==> config.mk <==
export PLATFORM = sky130hd
export DESIGN_NAME = core_axi_master_bridge_flat
export DESIGN_NICKNAME = d
export VERILOG_FILES = /design/src/rtl/core_axi_master_bridge_if.sv /design/src/rtl/core_axi_master_bridge.sv /design/src/flat_wrapper.sv
export SDC_FILE = /design/constraint.sdc
export NUM_CORES = 1
export LEC_CHECK = 0
export BUFFER_PORTS_ARGS = -buffer_cell sky130_fd_sc_hd__clkbuf_2
export CAP_MARGIN = 20
export CORE_AREA = 3 3 209 211
export CTS_BUF_LIST = sky130_fd_sc_hd__clkbuf_4 sky130_fd_sc_hd__clkbuf_8
export CTS_CLUSTER_SIZE = 8
export DETAILED_ROUTE_END_ITERATION = 12
export DIE_AREA = 0 0 212 214
export HOLD_SLACK_MARGIN = 0.03
export PLACE_DENSITY = 0.52
export SYNTH_ARGS = -nofsm -noshare
export SYNTH_HDL_FRONTEND = slang
export SYNTH_SLANG_ARGS = --single-unit
export TNS_END_PERCENT = 50
==> constraint.sdc <==
create_clock -name clk -period 8.75 [get_ports clk]
set_input_delay 2.1875 -clock clk [delete_from_list [all_inputs] [get_ports clk]]
set_output_delay 2.1875 -clock clk [all_outputs]
set_load 0.1 [all_outputs]
==> src/rtl/core_axi_master_bridge_if.sv <==
// AXI4 bus bundle carrying all five channels.
// The bridge drives it through the Master modport.
interface AXI_BUS #(
    parameter int unsigned AXI_ADDR_WIDTH = 32,
    parameter int unsigned AXI_DATA_WIDTH = 64,
    parameter int unsigned AXI_ID_WIDTH   = 10,
    parameter int unsigned AXI_USER_WIDTH = 10
);
    localparam int unsigned STRB_WIDTH = AXI_DATA_WIDTH / 8;

    logic [AXI_ID_WIDTH-1:0]   aw_id;
    logic [AXI_ADDR_WIDTH-1:0] aw_addr;
    logic [7:0]                aw_len;
    logic [2:0]                aw_size;
    logic [1:0]                aw_burst;
    logic                      aw_lock;
    logic [3:0]                aw_cache;
    logic [2:0]                aw_prot;
    logic [3:0]                aw_region;
    logic [3:0]                aw_qos;
    logic [AXI_USER_WIDTH-1:0] aw_user;
    logic                      aw_valid;
    logic                      aw_ready;

    logic [AXI_DATA_WIDTH-1:0] w_data;
    logic [STRB_WIDTH-1:0]     w_strb;
    logic                      w_last;
    logic [AXI_USER_WIDTH-1:0] w_user;
    logic                      w_valid;
    logic                      w_ready;

    logic [AXI_ID_WIDTH-1:0]   b_id;
    logic [1:0]                b_resp;
    logic [AXI_USER_WIDTH-1:0] b_user;
    logic                      b_valid;
    logic                      b_ready;

    logic [AXI_ID_WIDTH-1:0]   ar_id;
    logic [AXI_ADDR_WIDTH-1:0] ar_addr;
    logic [7:0]                ar_len;
    logic [2:0]                ar_size;
    logic [1:0]                ar_burst;
    logic                      ar_lock;
    logic [3:0]                ar_cache;
    logic [2:0]                ar_prot;
    logic [3:0]                ar_region;
    logic [3:0]                ar_qos;
    logic [AXI_USER_WIDTH-1:0] ar_user;
    logic                      ar_valid;
    logic                      ar_ready;

    logic [AXI_ID_WIDTH-1:0]   r_id;
    logic [AXI_DATA_WIDTH-1:0] r_data;
    logic [1:0]                r_resp;
    logic                      r_last;
    logic [AXI_USER_WIDTH-1:0] r_user;
    logic                      r_valid;
    logic                      r_ready;

    modport Master (
        output aw_id, aw_addr, aw_len, aw_size, aw_burst, aw_lock, aw_cache,
               aw_prot, aw_region, aw_qos, aw_user, aw_valid,
        input  aw_ready,
        output w_data, w_strb, w_last, w_user, w_valid,
        input  w_ready,
        input  b_id, b_resp, b_user, b_valid,
        output b_ready,
        output ar_id, ar_addr, ar_len, ar_size, ar_burst, ar_lock, ar_cache,
               ar_prot, ar_region, ar_qos, ar_user, ar_valid,
        input  ar_ready,
        input  r_id, r_data, r_resp, r_last, r_user, r_valid,
        output r_ready
    );

    modport Slave (
        input  aw_id, aw_addr, aw_len, aw_size, aw_burst, aw_lock, aw_cache,
               aw_prot, aw_region, aw_qos, aw_user, aw_valid,
        output aw_ready,
        input  w_data, w_strb, w_last, w_user, w_valid,
        output w_ready,
        output b_id, b_resp, b_user, b_valid,
        input  b_ready,
        input  ar_id, ar_addr, ar_len, ar_size, ar_burst, ar_lock, ar_cache,
               ar_prot, ar_region, ar_qos, ar_user, ar_valid,
        output ar_ready,
        output r_id, r_data, r_resp, r_last, r_user, r_valid,
        input  r_ready
    );
endinterface

==> src/rtl/core_axi_master_bridge.sv <==
// Bridges a simple req/gnt/rvalid core memory port onto single-beat AXI4
// transactions, one outstanding access at a time.
module core_axi_master_bridge #(
    parameter int unsigned AXI_ADDR_WIDTH = 32,
    parameter int unsigned AXI_DATA_WIDTH = 64,
    parameter int unsigned AXI_ID_WIDTH   = 10,
    parameter int unsigned AXI_USER_WIDTH = 10,
    parameter int unsigned AXI_ID         = 0
) (
    input  logic                        clk,
    input  logic                        rst,
    input  logic                        mem_req_i,
    output logic                        mem_gnt_o,
    input  logic [AXI_ADDR_WIDTH-1:0]   mem_addr_i,
    input  logic                        mem_we_i,
    input  logic [AXI_DATA_WIDTH/8-1:0] mem_be_i,
    input  logic [AXI_DATA_WIDTH-1:0]   mem_wdata_i,
    output logic                        mem_rvalid_o,
    output logic [AXI_DATA_WIDTH-1:0]   mem_rdata_o,
    output logic                        mem_err_o,
    AXI_BUS.Master                      master
);
    localparam int unsigned STRB_WIDTH = AXI_DATA_WIDTH / 8;
    localparam logic [2:0]  AXI_SIZE   = 3'($clog2(STRB_WIDTH));

    typedef enum logic [2:0] {IDLE, WRITE, WAIT_B, READ, WAIT_R} state_e;

    state_e                    state_q, state_d;
    logic [AXI_ADDR_WIDTH-1:0] addr_q, addr_d;
    logic [STRB_WIDTH-1:0]     be_q, be_d;
    logic [AXI_DATA_WIDTH-1:0] wdata_q, wdata_d;
    logic                      aw_valid_q, aw_valid_d;
    logic                      w_valid_q, w_valid_d;
    logic                      ar_valid_q, ar_valid_d;
    logic                      b_ready_q, b_ready_d;
    logic                      r_ready_q, r_ready_d;
    logic                      rvalid_q, rvalid_d;
    logic                      err_q, err_d;
    logic [AXI_DATA_WIDTH-1:0] rdata_q, rdata_d;
    logic                      unused_axi;

    assign mem_gnt_o = mem_req_i && (state_q == IDLE) && !rst;

    // State and payload registers
    always_ff @(posedge clk or posedge rst) begin
        if (rst) begin
            state_q    <= IDLE;
            addr_q     <= '0;
            be_q       <= '0;
            wdata_q    <= '0;
            aw_valid_q <= 1'b0;
            w_valid_q  <= 1'b0;
            ar_valid_q <= 1'b0;
            b_ready_q  <= 1'b0;
            r_ready_q  <= 1'b0;
            rvalid_q   <= 1'b0;
            err_q      <= 1'b0;
            rdata_q    <= '0;
        end else begin
            state_q    <= state_d;
            addr_q     <= addr_d;
            be_q       <= be_d;
            wdata_q    <= wdata_d;
            aw_valid_q <= aw_valid_d;
            w_valid_q  <= w_valid_d;
            ar_valid_q <= ar_valid_d;
            b_ready_q  <= b_ready_d;
            r_ready_q  <= r_ready_d;
            rvalid_q   <= rvalid_d;
            err_q      <= err_d;
            rdata_q    <= rdata_d;
        end
    end

    // Next-state and registered-output logic
    always_comb begin
        state_d    = state_q;
        addr_d     = addr_q;
        be_d       = be_q;
        wdata_d    = wdata_q;
        aw_valid_d = aw_valid_q;
        w_valid_d  = w_valid_q;
        ar_valid_d = ar_valid_q;
        b_ready_d  = b_ready_q;
        r_ready_d  = r_ready_q;
        rvalid_d   = 1'b0;
        err_d      = err_q;
        rdata_d    = rdata_q;

        unique case (state_q)
            IDLE: begin
                if (mem_req_i) begin
                    addr_d  = mem_addr_i;
                    be_d    = mem_be_i;
                    wdata_d = mem_wdata_i;
                    if (mem_we_i) begin
                        state_d    = WRITE;
                        aw_valid_d = 1'b1;
                        w_valid_d  = 1'b1;
                    end else begin
                        state_d    = READ;
                        ar_valid_d = 1'b1;
                    end
                end
            end
            WRITE: begin
                // AW and W retire independently; B is awaited once both are gone
                if (aw_valid_q && master.aw_ready) aw_valid_d = 1'b0;
                if (w_valid_q && master.w_ready)   w_valid_d  = 1'b0;
                if (!aw_valid_d && !w_valid_d) begin
                    state_d   = WAIT_B;
                    b_ready_d = 1'b1;
                end
            end
            WAIT_B: begin
                if (master.b_valid) begin
                    state_d   = IDLE;
                    b_ready_d = 1'b0;
                    rvalid_d  = 1'b1;
                    err_d     = (master.b_resp != 2'b00);
                end
            end
            READ: begin
                if (master.ar_ready) begin
                    state_d    = WAIT_R;
                    ar_valid_d = 1'b0;
                    r_ready_d  = 1'b1;
                end
            end
            WAIT_R: begin
                if (master.r_valid) begin
                    state_d   = IDLE;
                    r_ready_d = 1'b0;
                    rvalid_d  = 1'b1;
                    err_d     = (master.r_resp != 2'b00);
                    rdata_d   = master.r_data;
                end
            end
            default: state_d = IDLE;
        endcase
    end

    assign mem_rvalid_o = rvalid_q;
    assign mem_err_o    = err_q;
    assign mem_rdata_o  = rdata_q;

    assign master.aw_id     = AXI_ID_WIDTH'(AXI_ID);
    assign master.aw_addr   = addr_q;
    assign master.aw_len    = 8'd0;
    assign master.aw_size   = AXI_SIZE;
    assign master.aw_burst  = 2'b01;
    assign master.aw_lock   = 1'b0;
    assign master.aw_cache  = 4'd0;
    assign master.aw_prot   = 3'd0;
    assign master.aw_region = 4'd0;
    assign master.aw_qos    = 4'd0;
    assign master.aw_user   = '0;
    assign master.aw_valid  = aw_valid_q;

    assign master.w_data    = wdata_q;
    assign master.w_strb    = be_q;
    assign master.w_last    = 1'b1;
    assign master.w_user    = '0;
    assign master.w_valid   = w_valid_q;

    assign master.b_ready   = b_ready_q;

    assign master.ar_id     = AXI_ID_WIDTH'(AXI_ID);
    assign master.ar_addr   = addr_q;
    assign master.ar_len    = 8'd0;
    assign master.ar_size   = AXI_SIZE;
    assign master.ar_burst  = 2'b01;
    assign master.ar_lock   = 1'b0;
    assign master.ar_cache  = 4'd0;
    assign master.ar_prot   = 3'd0;
    assign master.ar_region = 4'd0;
    assign master.ar_qos    = 4'd0;
    assign master.ar_user   = '0;
    assign master.ar_valid  = ar_valid_q;

    assign master.r_ready   = r_ready_q;

    // Response sideband the bridge has no use for
    assign unused_axi = ^{master.b_id, master.b_user, master.r_id,
                          master.r_last, master.r_user};
endmodule

==> src/flat_wrapper.sv <==
// flat-port wrapper written by rule: the top's interface ports become plain ports
module core_axi_master_bridge_flat 
#(
    parameter int unsigned AXI_ADDR_WIDTH = 32,
    parameter int unsigned AXI_DATA_WIDTH = 64,
    parameter int unsigned AXI_ID_WIDTH   = 10,
    parameter int unsigned AXI_USER_WIDTH = 10,
    parameter int unsigned AXI_ID         = 0
)
  (clk, rst, mem_req_i, mem_gnt_o, mem_addr_i, mem_we_i, mem_be_i, mem_wdata_i, mem_rvalid_o, mem_rdata_o, mem_err_o, master_aw_id, master_aw_addr, master_aw_len, master_aw_size, master_aw_burst, master_aw_lock, master_aw_cache, master_aw_prot, master_aw_region, master_aw_qos, master_aw_user, master_aw_valid, master_aw_ready, master_w_data, master_w_strb, master_w_last, master_w_user, master_w_valid, master_w_ready, master_b_id, master_b_resp, master_b_user, master_b_valid, master_b_ready, master_ar_id, master_ar_addr, master_ar_len, master_ar_size, master_ar_burst, master_ar_lock, master_ar_cache, master_ar_prot, master_ar_region, master_ar_qos, master_ar_user, master_ar_valid, master_ar_ready, master_r_id, master_r_data, master_r_resp, master_r_last, master_r_user, master_r_valid, master_r_ready);
  AXI_BUS #(.AXI_ADDR_WIDTH(AXI_ADDR_WIDTH), .AXI_DATA_WIDTH(AXI_DATA_WIDTH), .AXI_ID_WIDTH(AXI_ID_WIDTH), .AXI_USER_WIDTH(AXI_USER_WIDTH)) master_i ();
  input  logic clk;
  input  logic rst;
  input  logic mem_req_i;
  output logic mem_gnt_o;
  input  logic [AXI_ADDR_WIDTH-1:0] mem_addr_i;
  input  logic mem_we_i;
  input  logic [AXI_DATA_WIDTH/8-1:0] mem_be_i;
  input  logic [AXI_DATA_WIDTH-1:0] mem_wdata_i;
  output logic mem_rvalid_o;
  output logic [AXI_DATA_WIDTH-1:0] mem_rdata_o;
  output logic mem_err_o;
  output wire logic [$bits(master_i.aw_id)-1:0] master_aw_id;
  output wire logic [$bits(master_i.aw_addr)-1:0] master_aw_addr;
  output wire logic [$bits(master_i.aw_len)-1:0] master_aw_len;
  output wire logic [$bits(master_i.aw_size)-1:0] master_aw_size;
  output wire logic [$bits(master_i.aw_burst)-1:0] master_aw_burst;
  output wire logic [$bits(master_i.aw_lock)-1:0] master_aw_lock;
  output wire logic [$bits(master_i.aw_cache)-1:0] master_aw_cache;
  output wire logic [$bits(master_i.aw_prot)-1:0] master_aw_prot;
  output wire logic [$bits(master_i.aw_region)-1:0] master_aw_region;
  output wire logic [$bits(master_i.aw_qos)-1:0] master_aw_qos;
  output wire logic [$bits(master_i.aw_user)-1:0] master_aw_user;
  output wire logic [$bits(master_i.aw_valid)-1:0] master_aw_valid;
  input wire logic [$bits(master_i.aw_ready)-1:0] master_aw_ready;
  output wire logic [$bits(master_i.w_data)-1:0] master_w_data;
  output wire logic [$bits(master_i.w_strb)-1:0] master_w_strb;
  output wire logic [$bits(master_i.w_last)-1:0] master_w_last;
  output wire logic [$bits(master_i.w_user)-1:0] master_w_user;
  output wire logic [$bits(master_i.w_valid)-1:0] master_w_valid;
  input wire logic [$bits(master_i.w_ready)-1:0] master_w_ready;
  input wire logic [$bits(master_i.b_id)-1:0] master_b_id;
  input wire logic [$bits(master_i.b_resp)-1:0] master_b_resp;
  input wire logic [$bits(master_i.b_user)-1:0] master_b_user;
  input wire logic [$bits(master_i.b_valid)-1:0] master_b_valid;
  output wire logic [$bits(master_i.b_ready)-1:0] master_b_ready;
  output wire logic [$bits(master_i.ar_id)-1:0] master_ar_id;
  output wire logic [$bits(master_i.ar_addr)-1:0] master_ar_addr;
  output wire logic [$bits(master_i.ar_len)-1:0] master_ar_len;
  output wire logic [$bits(master_i.ar_size)-1:0] master_ar_size;
  output wire logic [$bits(master_i.ar_burst)-1:0] master_ar_burst;
  output wire logic [$bits(master_i.ar_lock)-1:0] master_ar_lock;
  output wire logic [$bits(master_i.ar_cache)-1:0] master_ar_cache;
  output wire logic [$bits(master_i.ar_prot)-1:0] master_ar_prot;
  output wire logic [$bits(master_i.ar_region)-1:0] master_ar_region;
  output wire logic [$bits(master_i.ar_qos)-1:0] master_ar_qos;
  output wire logic [$bits(master_i.ar_user)-1:0] master_ar_user;
  output wire logic [$bits(master_i.ar_valid)-1:0] master_ar_valid;
  input wire logic [$bits(master_i.ar_ready)-1:0] master_ar_ready;
  input wire logic [$bits(master_i.r_id)-1:0] master_r_id;
  input wire logic [$bits(master_i.r_data)-1:0] master_r_data;
  input wire logic [$bits(master_i.r_resp)-1:0] master_r_resp;
  input wire logic [$bits(master_i.r_last)-1:0] master_r_last;
  input wire logic [$bits(master_i.r_user)-1:0] master_r_user;
  input wire logic [$bits(master_i.r_valid)-1:0] master_r_valid;
  output wire logic [$bits(master_i.r_ready)-1:0] master_r_ready;
  assign master_aw_id = master_i.aw_id;
  assign master_aw_addr = master_i.aw_addr;
  assign master_aw_len = master_i.aw_len;
  assign master_aw_size = master_i.aw_size;
  assign master_aw_burst = master_i.aw_burst;
  assign master_aw_lock = master_i.aw_lock;
  assign master_aw_cache = master_i.aw_cache;
  assign master_aw_prot = master_i.aw_prot;
  assign master_aw_region = master_i.aw_region;
  assign master_aw_qos = master_i.aw_qos;
  assign master_aw_user = master_i.aw_user;
  assign master_aw_valid = master_i.aw_valid;
  assign master_i.aw_ready = master_aw_ready;
  assign master_w_data = master_i.w_data;
  assign master_w_strb = master_i.w_strb;
  assign master_w_last = master_i.w_last;
  assign master_w_user = master_i.w_user;
  assign master_w_valid = master_i.w_valid;
  assign master_i.w_ready = master_w_ready;
  assign master_i.b_id = master_b_id;
  assign master_i.b_resp = master_b_resp;
  assign master_i.b_user = master_b_user;
  assign master_i.b_valid = master_b_valid;
  assign master_b_ready = master_i.b_ready;
  assign master_ar_id = master_i.ar_id;
  assign master_ar_addr = master_i.ar_addr;
  assign master_ar_len = master_i.ar_len;
  assign master_ar_size = master_i.ar_size;
  assign master_ar_burst = master_i.ar_burst;
  assign master_ar_lock = master_i.ar_lock;
  assign master_ar_cache = master_i.ar_cache;
  assign master_ar_prot = master_i.ar_prot;
  assign master_ar_region = master_i.ar_region;
  assign master_ar_qos = master_i.ar_qos;
  assign master_ar_user = master_i.ar_user;
  assign master_ar_valid = master_i.ar_valid;
  assign master_i.ar_ready = master_ar_ready;
  assign master_i.r_id = master_r_id;
  assign master_i.r_data = master_r_data;
  assign master_i.r_resp = master_r_resp;
  assign master_i.r_last = master_r_last;
  assign master_i.r_user = master_r_user;
  assign master_i.r_valid = master_r_valid;
  assign master_r_ready = master_i.r_ready;
  core_axi_master_bridge #(.AXI_ADDR_WIDTH(AXI_ADDR_WIDTH), .AXI_DATA_WIDTH(AXI_DATA_WIDTH), .AXI_ID_WIDTH(AXI_ID_WIDTH), .AXI_USER_WIDTH(AXI_USER_WIDTH), .AXI_ID(AXI_ID)) u_core (.clk(clk), .rst(rst), .mem_req_i(mem_req_i), .mem_gnt_o(mem_gnt_o), .mem_addr_i(mem_addr_i), .mem_we_i(mem_we_i), .mem_be_i(mem_be_i), .mem_wdata_i(mem_wdata_i), .mem_rvalid_o(mem_rvalid_o), .mem_rdata_o(mem_rdata_o), .mem_err_o(mem_err_o), .master(master_i));
endmodule
### Word level (Yosys, flattened, before mapping)

Cells that the tools add are included.

* add/sub/neg operators: 0
* multiply operators: 0
* div/mod/pow operators: 0
* order comparisons: 0
* eq/ne operators: 11
* shift-type cells: 0
* mux-type cells: 31
* bitwise operators: 0
* reduce and logical (&&, ||, !) cells: 24

Operators by type and width (count)
* 2-to-1 mux 1 bit: 17
* 2-to-1 mux 3 bit: 5
* case mux 3 bit (5 select lines): 1
* case mux 1 bit (2 select lines): 7
* nonzero test 2 bit: 7
* inequality test 2 bit, second input constant: 6
* AND reduction 3 bit: 4
* == test 3 x 2 -> 1 bit, second input constant: 2
* logical AND 1 bit: 5
* AND reduction 5 bit: 1
* AND reduction 2 bit: 2
* AND reduction 4 bit: 1
* == test 3 x 1 -> 1 bit, second input constant: 1
* == test 3 bit, second input constant: 1
* logical NOT 1 bit: 3
* logical NOT 3 bit: 1
* 2-to-1 mux 2 bit: 1
* inequality test 2 x 1 -> 1 bit, second input constant: 1

* bits in registers: 178
* latch bits: 0
* RAM bits: 0
* bits in read-only memories: 0
* input bits: 222
* memories kept: 0

### Logic depth before layout (Yosys ltp)

Gate-level depths: netlist of the first run.

* word-level depth: 7
* depth in mapped cells: 6
* mapped depth without buffers: 3

### Worst setup path before layout of the first run

OpenSTA, ideal clock, no wires.

* kind: input -> output
* from: input port rst
* to: output port mem_gnt_o
* arrival time: 6957 ps
* data required time: 6562 ps
* setup slack: -394 ps
* stages: 2
* buffers on the path: 0
* path through: inv_1 and2_1

* longest elaborated chain between the ends: 2

Ends and longest elaborated chain
* start, declared: line flat_wrapper.sv:13 `input logic rst;`
* logical NOT 1 bit: line core_axi_master_bridge.sv:42 `assign mem_gnt_o = mem_req_i && (state_q == IDLE) && !rst;`
* logical AND 1 bit: line core_axi_master_bridge.sv:42
* end, declared: line flat_wrapper.sv:15 `output logic mem_gnt_o;`

Every way passes these cells.

### Worst setup path in the final report of the first run

* from: input port mem_req_i
* to: output port mem_gnt_o

* longest elaborated chain between the ends: 2

Ends and longest elaborated chain
* start, declared: line flat_wrapper.sv:14 `input logic mem_req_i;`
* logical AND 1 bit (2 in a row): line core_axi_master_bridge.sv:42

Every way passes these cells.

==> run metrics, run 1 <==
max-slew violations 0; clk_lat worst skew 540 ps; EDFF count, synth 0; Seq/Total Area, Yosys 0.568; # IOs 539; DR vias/cell 3.48; Max Cap Viol 0; Hold Vio Cnt, Final 0; CTS Buffer Depth 2; Std-Cell Rows 75; Avg Cell Area, Syn 14.1 um^2; reg2reg setup slack 6000 ps; Nets 1135; placer congestion estimate 0.718; Synth Register Bits 178; leading post-synthesis cells by cell area dfrtp_1 (57%), mux2_2 (18%), buf_4 (15%); top-count cell post-synth dfrtp_1; Final HPWL DP 15900 um; cts repair resizes 0; Yosys top cell by area dfrtp_1; Max-slew headroom 0.346; global-route usage over all layers 0.0905; Clock Skew 19.6 ps; die area 45400 um^2; status finished, final reports clean; min Tclk post-route 5330 ps; Iter 0 DRT Violations 175; global-route wire length before repair 30200 um; dominant synthesized flop cell dfrtp_1; die height 214 um; Routed WL 20500 um; Avg WL per Cell 14.0 um; Pre-antenna DRT Iters 4; slew of the pin with the lowest slew margin 981 ps; Synth cell types 26; setup violators final 0; largest net degree at the start of global routing 74; CP endpoint kind output pin; DRT antenna net count 0; Starting Density 0.187; period utilization 0.609; clock root cell clkbuf_8; mapped cell area 7840 um^2; Critical Path RT 6560 ps; cell count after synthesis 555; DIE WIDTH 212 um; H-tree depth 4; most used cell, CP clkbuf_2; Max FO, Critical Path 5; core area 41900 um^2; RSZ-0062 raised after global routing no; Yosys top cell area share 0.568; top cells by count, synth dfrtp_1 (178), buf_4 (152), mux2_2 (126); crit path launch mem_req_i; Synth async-reset ratio 1.00; via count 5104; number of port buffers 388; CTS Sinks 178; critical path class primary input to output pin; antenna violations before repair 2; type of origin of the critical path primary input; CP cell instances clkbuf_2 > nor4b_4 > and2_1 > clkbuf_2; CTS tree built; CTS buffer count 17; cts hold-fix bufs 0; maximum clock frequency 188 MHz; critical path's slowest cell clkbuf_2; Placed Area 9720 um^2; Area Growth Syn to Fin 29.1%; min-delay worst type register to register; WHS 490 ps; Final TNS setup 0 ps; setup repair bufs after CTS 0; Finished Cell Area 10100 um^2; Hold Crit Start u_core.mem_rdata_o[20]$_DFFE_PP0P_; Yosys warnings 0; drc violations 0; Worst-path clk slew 80 ps; layout cells sized above 1 0.602; crit-path max cell delay 460 ps; gr ovfl total 0; reg2reg start u_core.state_q[1]$_DFFE_PP0P_; CP Data Arrival Time 3140 ps; vias in the first global route 5190
metal layers:
layer,share of wire,GRT usage,wire (um)
met1,0.36,0.0910,7460
met2,0.49,0.147,10100
met3,0.12,0.0533,2420
met4,0.025,0.0484,518
met5,0,0,0
placed cells by master, fill, tap and decap left out, types with 2 or more instances in the layout:
cell type	count
o2bb2ai_1	3
nand2b_1	3
bufinv_16	2
clkinvlp_4	2
mux2_1	44
mux2_2	126
dfrtp_1	178
conb_1	109
inv_6	3
inv_1	3
clkinv_2	3
nand2_1	4
a21oi_1	4
a31oi_1	4
nor2_1	5
clkinv_4	2
clkbuf_2	388
buf_4	6
inv_8	2
clkbuf_8	18
nand3b_1	4
cell type report:
cell class	instances	area, um^2
timing repair buffer	394	1990
clock buffer	19	255
multi-input combinational	318	2590
sequential	178	4450
clock inverter	13	149
fill	4499	31800
tap	539	674
inverter	4	18.8
antenna	1	2.50
per-stage QoR:
step                setup slack, ps   util  cells
floorplan                       960      -    662
global placement               3400  0.232   1433
detailed placement             3410  0.232   1433
CTS                            3410  0.241   1465
global route                   3350  0.241   1465
finish                         3420  0.241   1466
critical path, delay by kind of cell:
kind | cells | cell delay (ps)
buffers and inverters | 2 | 590
AND/OR/NAND/NOR | 2 | 360
logic make-up (layout without fill, tap and decap cells):
group | count (synthesis) | count (layout) | synth area share
other | 2 | 110 | 0.000958
AO/OA/AOI/OAI | 16 | 16 | 0.0137
flip-flops | 178 | 178 | 0.568
AND/OR/NAND/NOR | 22 | 22 | 0.0185
buffers and inverters | 166 | 430 | 0.153
multiplexers | 171 | 171 | 0.245
registers in the layout (all words and copies together) (netlist names):
register / count
u_core.mem_rdata_o: 64
u_core.master.ar_valid: 1
u_core.master.ar_addr: 32
u_core.master.aw_valid: 1
u_core.master.w_data: 64
u_core.mem_err_o: 1
u_core.mem_rvalid_o: 1
u_core.master.w_valid: 1
u_core.master.b_ready: 1
u_core.state_q: 3
u_core.master.r_ready: 1
u_core.master.w_strb: 8
path summary, 6_finish.rpt:
path	to	depth (start not counted)
setup / recovery	mem_gnt_o	4
setup reg to reg	u_core.master.w_data[60]$_DFFE_PP0P_	4
hold / removal	u_core.mem_rdata_o[20]$_DFFE_PP0P_	1
min in group asynchronous	u_core.state_q[0]$_DFFE_PP0P_	3
max in group asynchronous	u_core.mem_rdata_o[49]$_DFFE_PP0P_	4
hold reg to reg	u_core.mem_rdata_o[20]$_DFFE_PP0P_	1
Power of run 1 is not shown: default switching activity piles up to over one toggle a cycle in this logic, so the estimate is an artifact.
==> run 2: changes to the inputs <==
- ABC_AREA: not set -> 1
- CORE_AREA: 3 3 209 211 -> 3 3 210 212
- DIE_AREA: 0 0 212 214 -> 0 0 213 215
- PLACE_DENSITY: 0.52 -> 0.53
- clock period: 8.75 -> 5.4 ns (I/O delays scaled with it)
==> run metrics, run 2 <==
status finished, final reports clean; critical path's slowest cell clkbuf_2; max-slew violations 0; Avg WL per Cell 13.2 um; min Tclk post-route 4110 ps; most frequent cells in the layout nand2_1 (420), clkbuf_2 (387), dfrtp_1 (178); die height 215 um; CTS Buffer Depth 2; EDFF count, synth 0; type of origin of the critical path primary input; DIE WIDTH 213 um; Area Growth Syn to Fin 27.1%; crit-path max cell delay 490 ps; largest net degree at the start of global routing 100; CP Data Arrival Time 2760 ps; Max FO, Critical Path 43; maximum clock frequency 243 MHz; Avg Cell Area, Syn 8.66 um^2; cell count after synthesis 940; setup violators final 0; met2 routed WL 11800 um; mapped cell area 8140 um^2; Finished Cell Area 10300 um^2; gr ovfl total 0; Starting Density 0.193; routed wl met3 2180 um; die area 45800 um^2; Routed WL 24100 um; top cells by count, synth nand2_1 (420), dfrtp_1 (178), buf_4 (156); period utilization 0.762; Yosys top cell by area dfrtp_1; final std cells w/o fill 1824; Hold Vio Cnt, Final 0; vias in the first global route 6303; Yosys warnings 0; drc violations 0; top sig layer met5; CP cell instances buf_4 > nand2_4 > nor2_1 > clkbuf_2; layout cells sized above 1 0.339; leading post-synthesis cells by cell area dfrtp_1 (55%), nand2_1 (19%), buf_4 (14%); Pre-antenna DRT Iters 4; Final Core Density 0.246; DRT antenna net count 0; number of port buffers 388; cts hold-fix bufs 0; Iter 0 DRT Violations 496; min-delay worst type register to register; Yosys top cell area share 0.547; met1 wire length 9700 um; Critical Path RT 4050 ps; Seq/Total Area, Yosys 0.547; Final TNS setup 0 ps; Max Cap Viol 0; Synth cell types 22; placed cells 1791; Synth Register Bits 178; via count 6710; clk_lat worst skew 540 ps; most common cell after layout, fill and taps aside nand2_1; CP endpoint kind output pin; # IOs 539; clock root cell clkbuf_8; Nets 1494; dominant synthesized flop cell dfrtp_1; Clock Skew 9.95 ps; placer congestion estimate 0.738; critical path class primary input to output pin; H-tree depth 4; top-count cell post-synth nand2_1; slew of the pin with the lowest slew margin 863 ps; Placed Area 9890 um^2; cts repair resizes 0; Synth async-reset ratio 1.00; core area 42100 um^2; CTS tree built; Worst-path clk slew 80 ps; DR vias/cell 3.68; global-route wire length before repair 36300 um; global-route usage over all layers 0.104; Max-slew headroom 0.425; setup repair bufs after CTS 0; CTS Sinks 178; Final HPWL DP 17900 um; CTS buffer count 17; RSZ-0062 raised after global routing no; antenna violations before repair 3; Std-Cell Rows 75
[run 2: through the flow]
| step | hold slack, ps | worst slack [ps] |
|---|---|---|
| after floorplan | 565 | 999 |
| after detailed placement | 457 | 1200 |
| after global routing | 497 | 1150 |
| final | 475 | 1290 |
| after global placement | 454 | 1260 |
| after CTS | 481 | 1200 |
[run 2: worst paths after layout]
path                                                             end  depth (start not counted)                               start  slack (ps)
worst max-delay path                                       mem_gnt_o                          4                           mem_req_i        1290
worst min-delay path              u_core.mem_rdata_o[27]$_DFFE_PP0P_                          2  u_core.mem_rdata_o[27]$_DFFE_PP0P_         480
worst max register to register  u_core.master.w_data[17]$_DFFE_PP0P_                          7       u_core.state_q[1]$_DFFE_PP0P_        2960
worst min register to register    u_core.mem_rdata_o[27]$_DFFE_PP0P_                          2  u_core.mem_rdata_o[27]$_DFFE_PP0P_         480
max in group asynchronous       u_core.master.w_data[56]$_DFFE_PP0P_                          4                                 rst        3450
min in group asynchronous          u_core.mem_rdata_o[8]$_DFFE_PP0P_                          3                                 rst         940
[run 2: cell type report]
type	instances	area (um^2)
Fill cell	4609	31800
Sequential cell	178	4450
Multi-Input combinational cell	662	2680
Timing Repair Buffer	397	2040
Tap cell	539	674
Clock buffer	21	277
Clock inverter	9	155
Inverter	16	63.8
Antenna cell	2	5.00
[run 2: worst max-delay path: cells and delay by family]
| family | cells | cell delay (ps) |
|---|---|---|
| buf+inv | 2 | 790 |
| simple gates | 2 | 610 |
[run 2: logic make-up (layout without fill, tap and decap cells)]
group / Yosys count / after routing / synth area share
simple gates: 544 / 544 / 0.271
other cells: 2 / 111 / 0.000923
compound gates: 9 / 9 / 0.00676
flops: 178 / 178 / 0.547
buf+inv: 207 / 443 / 0.174
[run 2: per-layer routing]
layer	GRT usage	vias up
li1	-	3327
met1	0.120	3078
met2	0.167	279
met3	0.0435	24
met4	0.0448	2
met5	0	-
Power of run 2 is left out for the same reason.
